--- src/rtl/cotm32_pkg.sv ---
// ---------------------------------------------------------------------------
// cotm32_pkg -- shared definitions for the cotm32 execute stage.
//
// Contents:
//   XLEN      datapath width (32)
//   SHAMT_W   width of a shift amount (log2 XLEN)
//   alu_op_t  ALU operation select, encoded as {funct7[5], funct3}
//
// The multiply codes are always declared so that decode logic has stable
// names. Whether the ALU implements them depends on COTM32_ALU_MUL_EN.
// ---------------------------------------------------------------------------
package cotm32_pkg;

  localparam int XLEN    = 32;
  localparam int SHAMT_W = $clog2(XLEN);

  typedef enum logic [3:0] {
    ALU_ADD    = 4'b0000,
    ALU_SLL    = 4'b0001,
    ALU_SLT    = 4'b0010,
    ALU_SLTU   = 4'b0011,
    ALU_XOR    = 4'b0100,
    ALU_SRL    = 4'b0101,
    ALU_OR     = 4'b0110,
    ALU_AND    = 4'b0111,
    ALU_SUB    = 4'b1000,
    ALU_MUL    = 4'b1001,
    ALU_MULH   = 4'b1010,
    ALU_MULHSU = 4'b1011,
    ALU_MULHU  = 4'b1100,
    ALU_SRA    = 4'b1101,
    ALU_PASS_B = 4'b1111
  } alu_op_t;

endpackage

--- src/rtl/alu_shifter.sv ---
// ---------------------------------------------------------------------------
// alu_shifter -- logarithmic barrel shifter for the cotm32 ALU.
//
// Ports:
//   a      in  XLEN     value to shift
//   shamt  in  SHAMT_W  shift distance
//   dir    in  1        0 = shift left, 1 = shift right
//   arith  in  1        on a right shift, fill with a[XLEN-1] instead of 0
//   y      out XLEN     shifted result
//
// Only a right-shifting network is built. A left shift is done by
// bit-reversing the operand, shifting right, and reversing back, so the
// same SHAMT_W mux stages serve SLL, SRL and SRA.
// ---------------------------------------------------------------------------
module alu_shifter
  import cotm32_pkg::*;
(
  input  logic [XLEN-1:0]    a,
  input  logic [SHAMT_W-1:0] shamt,
  input  logic               dir,
  input  logic               arith,
  output logic [XLEN-1:0]    y
);

  function automatic logic [XLEN-1:0] bit_reverse(input logic [XLEN-1:0] v);
    logic [XLEN-1:0] r;
    for (int i = 0; i < XLEN; i++) begin
      r[i] = v[XLEN-1-i];
    end
    return r;
  endfunction

  logic            fill;
  logic [XLEN-1:0] stage [SHAMT_W+1];

  // Sign fill only makes sense shifting right; a left shift always brings in zeros.
  assign fill     = arith & dir & a[XLEN-1];
  assign stage[0] = dir ? a : bit_reverse(a);

  // Stage s shifts right by 2**s when shamt[s] is set.
  for (genvar s = 0; s < SHAMT_W; s++) begin : g_stage
    localparam int N = 1 << s;
    assign stage[s+1] = shamt[s] ? {{N{fill}}, stage[s][XLEN-1:N]} : stage[s];
  end

  assign y = dir ? stage[SHAMT_W] : bit_reverse(stage[SHAMT_W]);

endmodule

--- src/rtl/alu.sv ---
// ---------------------------------------------------------------------------
// alu -- RV32 integer ALU for the cotm32 execute stage.
//
// Ports:
//   i_clk     in  1         clock for the registered outputs
//   i_rst     in  1         synchronous, active-high reset (registered outputs only)
//   i_a       in  XLEN      operand A (rs1 / PC)
//   i_b       in  XLEN      operand B (rs2 / immediate / shift amount)
//   i_op      in  alu_op_t  operation select
//   o         out XLEN      combinational result
//   o_zero    out 1         combinational, 1 when o == 0
//   o_q       out XLEN      o registered on i_clk
//   o_zero_q  out 1         o_zero registered on i_clk
//
// Build option:
//   COTM32_ALU_MUL_EN  when defined, adds MUL/MULH/MULHSU/MULHU. When not
//                      defined those codes return 0 and no multiplier exists.
//
// Unlisted opcodes always produce 0 so the result never carries X.
// ---------------------------------------------------------------------------
module alu
  import cotm32_pkg::*;
(
  input  logic            i_clk,
  input  logic            i_rst,
  input  logic [XLEN-1:0] i_a,
  input  logic [XLEN-1:0] i_b,
  input  alu_op_t         i_op,
  output logic [XLEN-1:0] o,
  output logic            o_zero,
  output logic [XLEN-1:0] o_q,
  output logic            o_zero_q
);

  logic [XLEN-1:0] sum;
  logic [XLEN-1:0] diff;
  logic            lt_signed;
  logic            lt_unsigned;
  logic [XLEN-1:0] shift_y;

  assign sum         = i_a + i_b;
  assign diff        = i_a - i_b;
  assign lt_signed   = $signed(i_a) < $signed(i_b);
  assign lt_unsigned = i_a < i_b;

  // Opcode bit 2 separates SLL (0001) from SRL/SRA (x101), and bit 3
  // separates SRA from SRL, so the shifter controls come straight from i_op.
  alu_shifter u_shifter (
    .a     (i_a),
    .shamt (i_b[SHAMT_W-1:0]),
    .dir   (i_op[2]),
    .arith (i_op[3]),
    .y     (shift_y)
  );

`ifdef COTM32_ALU_MUL_EN
  // One 2*XLEN multiplier serves all four ops. Each operand is sign- or
  // zero-extended to 2*XLEN, after which the truncated product equals the
  // exact product for every signedness combination.
  logic                sign_a;
  logic                sign_b;
  logic [2*XLEN-1:0]   mul_a;
  logic [2*XLEN-1:0]   mul_b;
  logic [2*XLEN-1:0]   product;

  assign sign_a  = ((i_op == ALU_MULH) || (i_op == ALU_MULHSU)) & i_a[XLEN-1];
  assign sign_b  = (i_op == ALU_MULH) & i_b[XLEN-1];
  assign mul_a   = {{XLEN{sign_a}}, i_a};
  assign mul_b   = {{XLEN{sign_b}}, i_b};
  assign product = mul_a * mul_b;
`endif

  always_comb begin
    // NOTE: o gets a default before the case so every path assigns it; this
    // prevents a latch and gives unlisted opcodes their required zero result.
    o = '0;
    case (i_op)
      ALU_ADD:    o = sum;
      ALU_SUB:    o = diff;
      ALU_SLT:    o = {{(XLEN-1){1'b0}}, lt_signed};
      ALU_SLTU:   o = {{(XLEN-1){1'b0}}, lt_unsigned};
      ALU_XOR:    o = i_a ^ i_b;
      ALU_OR:     o = i_a | i_b;
      ALU_AND:    o = i_a & i_b;
      ALU_SLL,
      ALU_SRL,
      ALU_SRA:    o = shift_y;
      ALU_PASS_B: o = i_b;
`ifdef COTM32_ALU_MUL_EN
      ALU_MUL:    o = product[XLEN-1:0];
      ALU_MULH,
      ALU_MULHSU,
      ALU_MULHU:  o = product[2*XLEN-1:XLEN];
`endif
      default:    o = '0;
    endcase
  end

  assign o_zero = (o == '0);

  // Reset takes priority over capture; its value matches a zero result.
  always_ff @(posedge i_clk) begin
    // NOTE: registered state uses non-blocking assignments so every flop
    // samples pre-edge values regardless of block evaluation order.
    if (i_rst) begin
      o_q      <= '0;
      o_zero_q <= 1'b1;
    end else begin
      o_q      <= o;
      o_zero_q <= o_zero;
    end
  end

endmodule

--- config.mk ---
export PLATFORM = sky130hd
export DESIGN_NAME = alu
export DESIGN_NICKNAME = d
export VERILOG_FILES = /design/src/rtl/cotm32_pkg.sv /design/src/rtl/alu_shifter.sv /design/src/rtl/alu.sv
export SDC_FILE = /design/constraint.sdc
export NUM_CORES = 1
export LEC_CHECK = 0
export CAP_MARGIN = 25
export CORE_UTILIZATION = 30
export CTS_BUF_LIST = sky130_fd_sc_hd__clkbuf_2
export CTS_CLUSTER_SIZE = 12
export DETAILED_ROUTE_END_ITERATION = 10
export GPL_TIMING_DRIVEN = 0
export HOLD_SLACK_MARGIN = 0.06
export PLACE_DENSITY = 0.5
export SLEW_MARGIN = 20
export SYNTH_ARGS = -nofsm -noshare
export SYNTH_HDL_FRONTEND = slang
export SYNTH_HIERARCHICAL = 1
export SYNTH_SLANG_ARGS = --single-unit
--- constraint.sdc ---
create_clock -name i_clk -period 6.7 [get_ports i_clk]
set_input_delay 1.34 -clock i_clk [delete_from_list [all_inputs] [get_ports i_clk]]
set_output_delay 1.34 -clock i_clk [all_outputs]
set_load 0.005 [all_outputs]
# Yosys cells after proc, flatten, opt, wreduce, memory -nomap -nowiden
# Cells that the tools add are included.
dict set report op_classes {
  addsub 2
  mul 0
  n_div 0
  n_lt_le_gt_ge 2
  eq_ne 10
  n_shift 0
  muxes 8
  n_bitwise 5
  reduce_logical 3
}
# cell count
set ops {}
lappend ops {{case mux 32 bit (9 select lines)} 1}
lappend ops {{2-to-1 mux 32 bit} 7}
lappend ops {{< comparator 32 bit} 2}
lappend ops {{adder 32 bit} 1}
lappend ops {{AND 32 bit} 1}
lappend ops {{logical NOT 32 bit} 1}
lappend ops {{bitwise OR 32 bit} 1}
lappend ops {{subtractor 32 bit} 1}
lappend ops {{XOR 32 bit} 1}
lappend ops {{== test 4 x 3 -> 1 bit (second input constant)} 4}
lappend ops {{== test 4 bit (second input constant)} 3}
lappend ops {{== test 4 x 2 -> 1 bit (second input constant)} 2}
lappend ops {{== test 4 x 1 -> 1 bit (second input constant)} 1}
lappend ops {{logical NOT 4 bit} 1}
lappend ops {{OR reduction 3 bit} 1}
lappend ops {{AND 1 bit} 2}
dict set report word_totals {
  regBits 33
  latch_bits 0
  ramBits 0
  rom_bits 0
  inputBits 70
  out_inout_bits 66
  wordCells 32
  mem_count 0
}

# Logic depth before layout (Yosys ltp)
dict set report depth {
  depth_word 10
  mapped_depth 21
  ltp_nobuf 17
}

# Cells and area by module
# The synthesis kept the hierarchy.
# mod instances cells_each area_per_inst_um2
set by_module_without_submodules {}
lappend by_module_without_submodules {alu 1 1090 7236.9}
lappend by_module_without_submodules {alu_shifter 1 479 3881.2}

# Worst setup path before layout
# OpenSTA, ideal clock, no wires.
dict set report synth_timing {
  kind {input to output}
  start {input i_b[0]}
  end {output o_zero}
  arrival_time_ns 5.826
  t_required_ns 5.360
  setup_slack_ns -0.466
  cell_stages 18
  cell_sequence {buf_6 > buf_12 > mux4_2 > mux2_2 > nor2_1 > a211oi_1 > a221o_1 > o22a_1 > o211ai_1 > o21ai_0 > a221o_1 > or4b_1 > mux2i_1 > o21ai_1 > or4b_1 > or4_1 > or4_1 > nor4_1}
}
dict set report synth_via {
  elab_chain_len 8
}
# item line
set synth_lines {}
lappend synth_lines {{start: declaration} alu.sv:27} ;# input logic [XLEN-1:0] i_b,
lappend synth_lines {{2-to-1 mux 32 bit (5 in a row)} alu_shifter.sv:43} ;# assign stage[s+1] = shamt[s] ? {{N{fill}}, stage[s][XLEN-1:N]} : stage[s];
lappend synth_lines {{2-to-1 mux 32 bit} alu_shifter.sv:46} ;# assign y = dir ? stage[SHAMT_W] : bit_reverse(stage[SHAMT_W]);
lappend synth_lines {{via shift_y[17]} alu.sv:39} ;# logic [XLEN-1:0] shift_y;
lappend synth_lines {{case mux 32 bit (9 select lines)} alu.sv:77} ;# case (i_op)
lappend synth_lines {{via o[17]} alu.sv:29} ;# output logic [XLEN-1:0] o,
lappend synth_lines {{logical NOT 32 bit} alu.sv:99} ;# assign o_zero = (o == '0);
lappend synth_lines {{end: declaration} alu.sv:30} ;# output logic o_zero,
# The timed path passes the listed nets, and every way through them passes these cells.

# Worst setup path after layout
dict set report layout_timing {
  start {input i_a[9]}
  end {output o_zero}
}
dict set report layout_via {
  elab_chain_len 9
}
# item line
set layout_lines {}
lappend layout_lines {{start: declaration} alu.sv:26} ;# input logic [XLEN-1:0] i_a,
lappend layout_lines {{2-to-1 mux 32 bit} alu_shifter.sv:38} ;# assign stage[0] = dir ? a : bit_reverse(a);
lappend layout_lines {{2-to-1 mux 32 bit (5 in a row)} alu_shifter.sv:43}
lappend layout_lines {{2-to-1 mux 32 bit} alu_shifter.sv:46}
lappend layout_lines {{via shift_y[17]} alu.sv:39}
lappend layout_lines {{case mux 32 bit (9 select lines)} alu.sv:77}
lappend layout_lines {{logical NOT 32 bit} alu.sv:99}
# The timed path passes the listed nets, and every way through them passes these cells.

==> impl_metrics.tcl <==
set metrics [dict create \
    status "complete, but fails checks" \
    violations "negative setup slack" \
    seqPwrFrac_pct 12.7 \
    cts_tree "done" \
    drc_errors 0 \
    hpwlAfterDp_um 51400 \
    crit_family "simple AND/OR/NAND/NOR gates" \
    synth_top_area_cell "ha_1" \
    relSlewSlack_pct 32.0 \
    die_area_um2 37800 \
    rsz0062_at_grt "true" \
    min_period_over_period_pct 117 \
    final_util_pct 39.2 \
    cp-start-kind "primary input" \
    pin_count 136 \
    slowest_delay_ns 0.63 \
    post-synth-top-count-cell "nand2_1" \
    ys_warn_count 6 \
    grt_max_degree 13 \
    powerDensity_nw_per_um2 121 \
    gp_congestion 1.01 \
    maxCapViolations 0 \
    vias_per_cell 6.44 \
    p_clk_share_pct 8.5 \
    end_kind "primary output" \
    internal-power_mw 0.807 \
    fp.coreArea_um2 36500 \
    die_w_um 195 \
    first_pass_iters 6 \
    die_h_um 195 \
    critPathArrivalTime_ns 6.50 \
    path_depth 17 \
    peakVddDrop_mv 0.0828 \
    num_rows 70 \
    drive_gt1_share_pct 20.0 \
    num_vias 14400 \
    synth_top_cell_area_share_pct 10.8 \
    grt_pass1_vias 13600 \
    port_buffers 134 \
    whs_ns 1.48 \
    cp.required_ns 5.36 \
    fin_area_um2 14300 \
    final_max_slew_viol_count 0 \
    holdPathEnd "o_q[0]" \
    syn_inst 1569 \
    slowest_stage "mux4_2" \
    cts-htree-levels 2 \
    overflow 0 \
    cp_cell_sequence "clkdlybuf4s15_1 -> mux4_2 -> mux2i_4 -> mux2i_4 -> a221o_1 -> o22a_1 -> o211ai_1 -> o21ai_1 -> a221o_1 -> or4b_4 -> mux2i_1 -> o21ai_2 -> or4b_4 -> or4_4 -> or4_4 -> nor4_4 -> buf_2" \
    critPathMaxFanout 10 \
    holdPathStages 6 \
    fin_crit_ns 7.84 \
    worst_pin_slew_ns 1.02 \
    synth-main-ff-cell "dfxtp_1" \
    avgSynthCellArea_um2 7.09 \
    syn-num-nets 1737 \
    hold_class "primary input to flop" \
    critPathBufInv 2 \
    path_class "primary input to primary output" \
    p_switching_mw 0.920 \
    post_dp_cell_area_um2 13100 \
    ant_nets 0 \
    cts.sinks 33 \
    nNetsFinal 1924 \
    setup_viol 2 \
    fin_ws_ns -1.14 \
    grt.total_usage_pct 33.2 \
    worstHoldStart "i_b[0]" \
    cts_max_path_buffers 2 \
    ys_types 104 \
    synthToLayoutAreaGrowth_pct 28.9 \
    hold_viol 0 \
    synth_common_cells "142 x nand2_1, 138 x nor2_1, 135 x a21oi_1" \
    ys_seq_area_share_pct 5.94 \
    leakage_nw 5.81 \
    max_freq_mhz 128 \
    synth-edff-count 0 \
    wl_per_cell_um 28.9 \
    root_buffer "clkbuf_2" \
    ctsHoldBuffers 0 \
    swShare_pct 53.3 \
    mappedNetlistArea_um2 11100 \
    clk_pin_slew_ns 0.22 \
    yosys-top-cells-area "ha_1 11%, a21oi_1 6.1%, dfxtp_1 5.9%, mux4_2 5.9%, mux2i_1 5.5%" \
    start_util_pct 30.4 \
    drt-total-wl_um 64400 \
    first_iter_violations 1897 \
    synth-seq-cells 33 \
    antenna_found_initial 0 \
    combPwrFrac_pct 78.8 \
    ys_async_sr_fraction_pct 0 \
    cts_buffers 5 \
    grt_first_pass_wirelength_um 93700 \
]
registers in the layout, summed over array words and instances (netlist names):
register / count
o_zero_q: 1
o_q: 32
how the worst max path moves through the flow:
stage	end	startpoint
5_1_grt	o_zero	i_b[0]
3_5_place_dp	o_zero	i_b[1]
6_report	o_zero	i_a[9]
2_1_floorplan	o_zero	i_b[0]
4_1_cts	o_zero	i_a[2]
3_3_place_gp	o_zero	i_b[1]
power by group through the flow:
| stage | clock network [mW] | registers (mW) | logic, mW |
|---|---|---|---|
| floorplan | 0 | 0.226 | 0.676 |
| global placement | 0 | 0.223 | 1.19 |
| detailed placement | 0 | 0.223 | 1.18 |
| CTS | 0.153 | 0.219 | 1.29 |
| global route | 0.161 | 0.221 | 1.43 |
| finish | 0.147 | 0.219 | 1.36 |
through the flow:
stage	power [mW]	setup WS, ns	cells	setup TNS [ns]
detailed placement	1.40	-2.98	2178	-24.37
floorplan	0.902	-0.224	1569	-0.224
global route	1.81	-1.19	2225	-1.63
CTS	1.66	-1.14	2216	-1.22
finish	1.73	-1.14	2228	-1.15
global placement	1.41	-3.09	2171	-28.04
cell type report:
| class | instances | area [µm²] |
|---|---|---|
| sequential | 33 | 661 |
| buffer | 114 | 748 |
| clock inverter | 3 | 46.3 |
| tap | 468 | 586 |
| antenna | 3 | 7.51 |
| fill | 3878 | 22200 |
| inverter | 114 | 432 |
| timing repair buffer | 182 | 1780 |
| multi-input combinational | 1306 | 10000 |
| clock buffer | 5 | 25.0 |
logic make-up after synthesis:
group                      Yosys count  synth area share, %
AOI/OAI and AO/OA                  528                 32.7
xor gates and xnor gates            19                 1.50
adders and majority gates           98                 11.2
buffers and inverters              230                 10.0
DFF                                 33                 5.94
muxes                              119                 14.8
and+or+nand+nor                    542                 23.8
layer usage:
layer / routed length [µm] / track usage, % / share of wire [%] / vias to the layer above
met4: 2250 / 10.1 / 3.5 / 0
met5: 0 / 0 / 0 / -
met1: 27900 / 46.4 / 43 / 7008
met2: 27100 / 50.0 / 42 / 947
li1: - / - / - / 6275
met3: 7230 / 8.00 / 11 / 126
cells in the final DEF, fill, tap and decap left out, types with 12 or more instances in the layout:
| master | instances |
|---|---|
| nor2_1 | 133 |
| o22ai_1 | 18 |
| clkbuf_1 | 36 |
| nor3_1 | 37 |
| o21ai_0 | 71 |
| o31ai_1 | 18 |
| nor4_1 | 16 |
| clkbuf_2 | 23 |
| mux2_2 | 16 |
| xnor2_1 | 18 |
| a211oi_1 | 16 |
| nor2b_1 | 26 |
| nand2b_1 | 13 |
| clkdlybuf4s15_2 | 25 |
| buf_4 | 43 |
| a31oi_1 | 16 |
| dfxtp_1 | 33 |
| and2_1 | 28 |
| clkdlybuf4s50_1 | 91 |
| buf_2 | 36 |
| a22o_1 | 15 |
| nand3_1 | 45 |
| and3_1 | 12 |
| nand2_1 | 140 |
| inv_1 | 110 |
| a21o_1 | 14 |
| ha_1 | 96 |
| a21oi_2 | 14 |
| mux2i_1 | 49 |
| mux4_2 | 29 |
| a21oi_1 | 120 |
| nand4_1 | 21 |
| buf_6 | 12 |
| o221ai_1 | 12 |
| a22oi_1 | 24 |
| o211ai_1 | 24 |
timing repair:
item	4_1_cts	5_1_grt
buffers inserted	30	17
cloned	2	0
endpoints found under the setup margin	33	19
gates resized for setup	250	66
pin swaps	29	32
No activity file was read; power rests on OpenSTA's default activity.
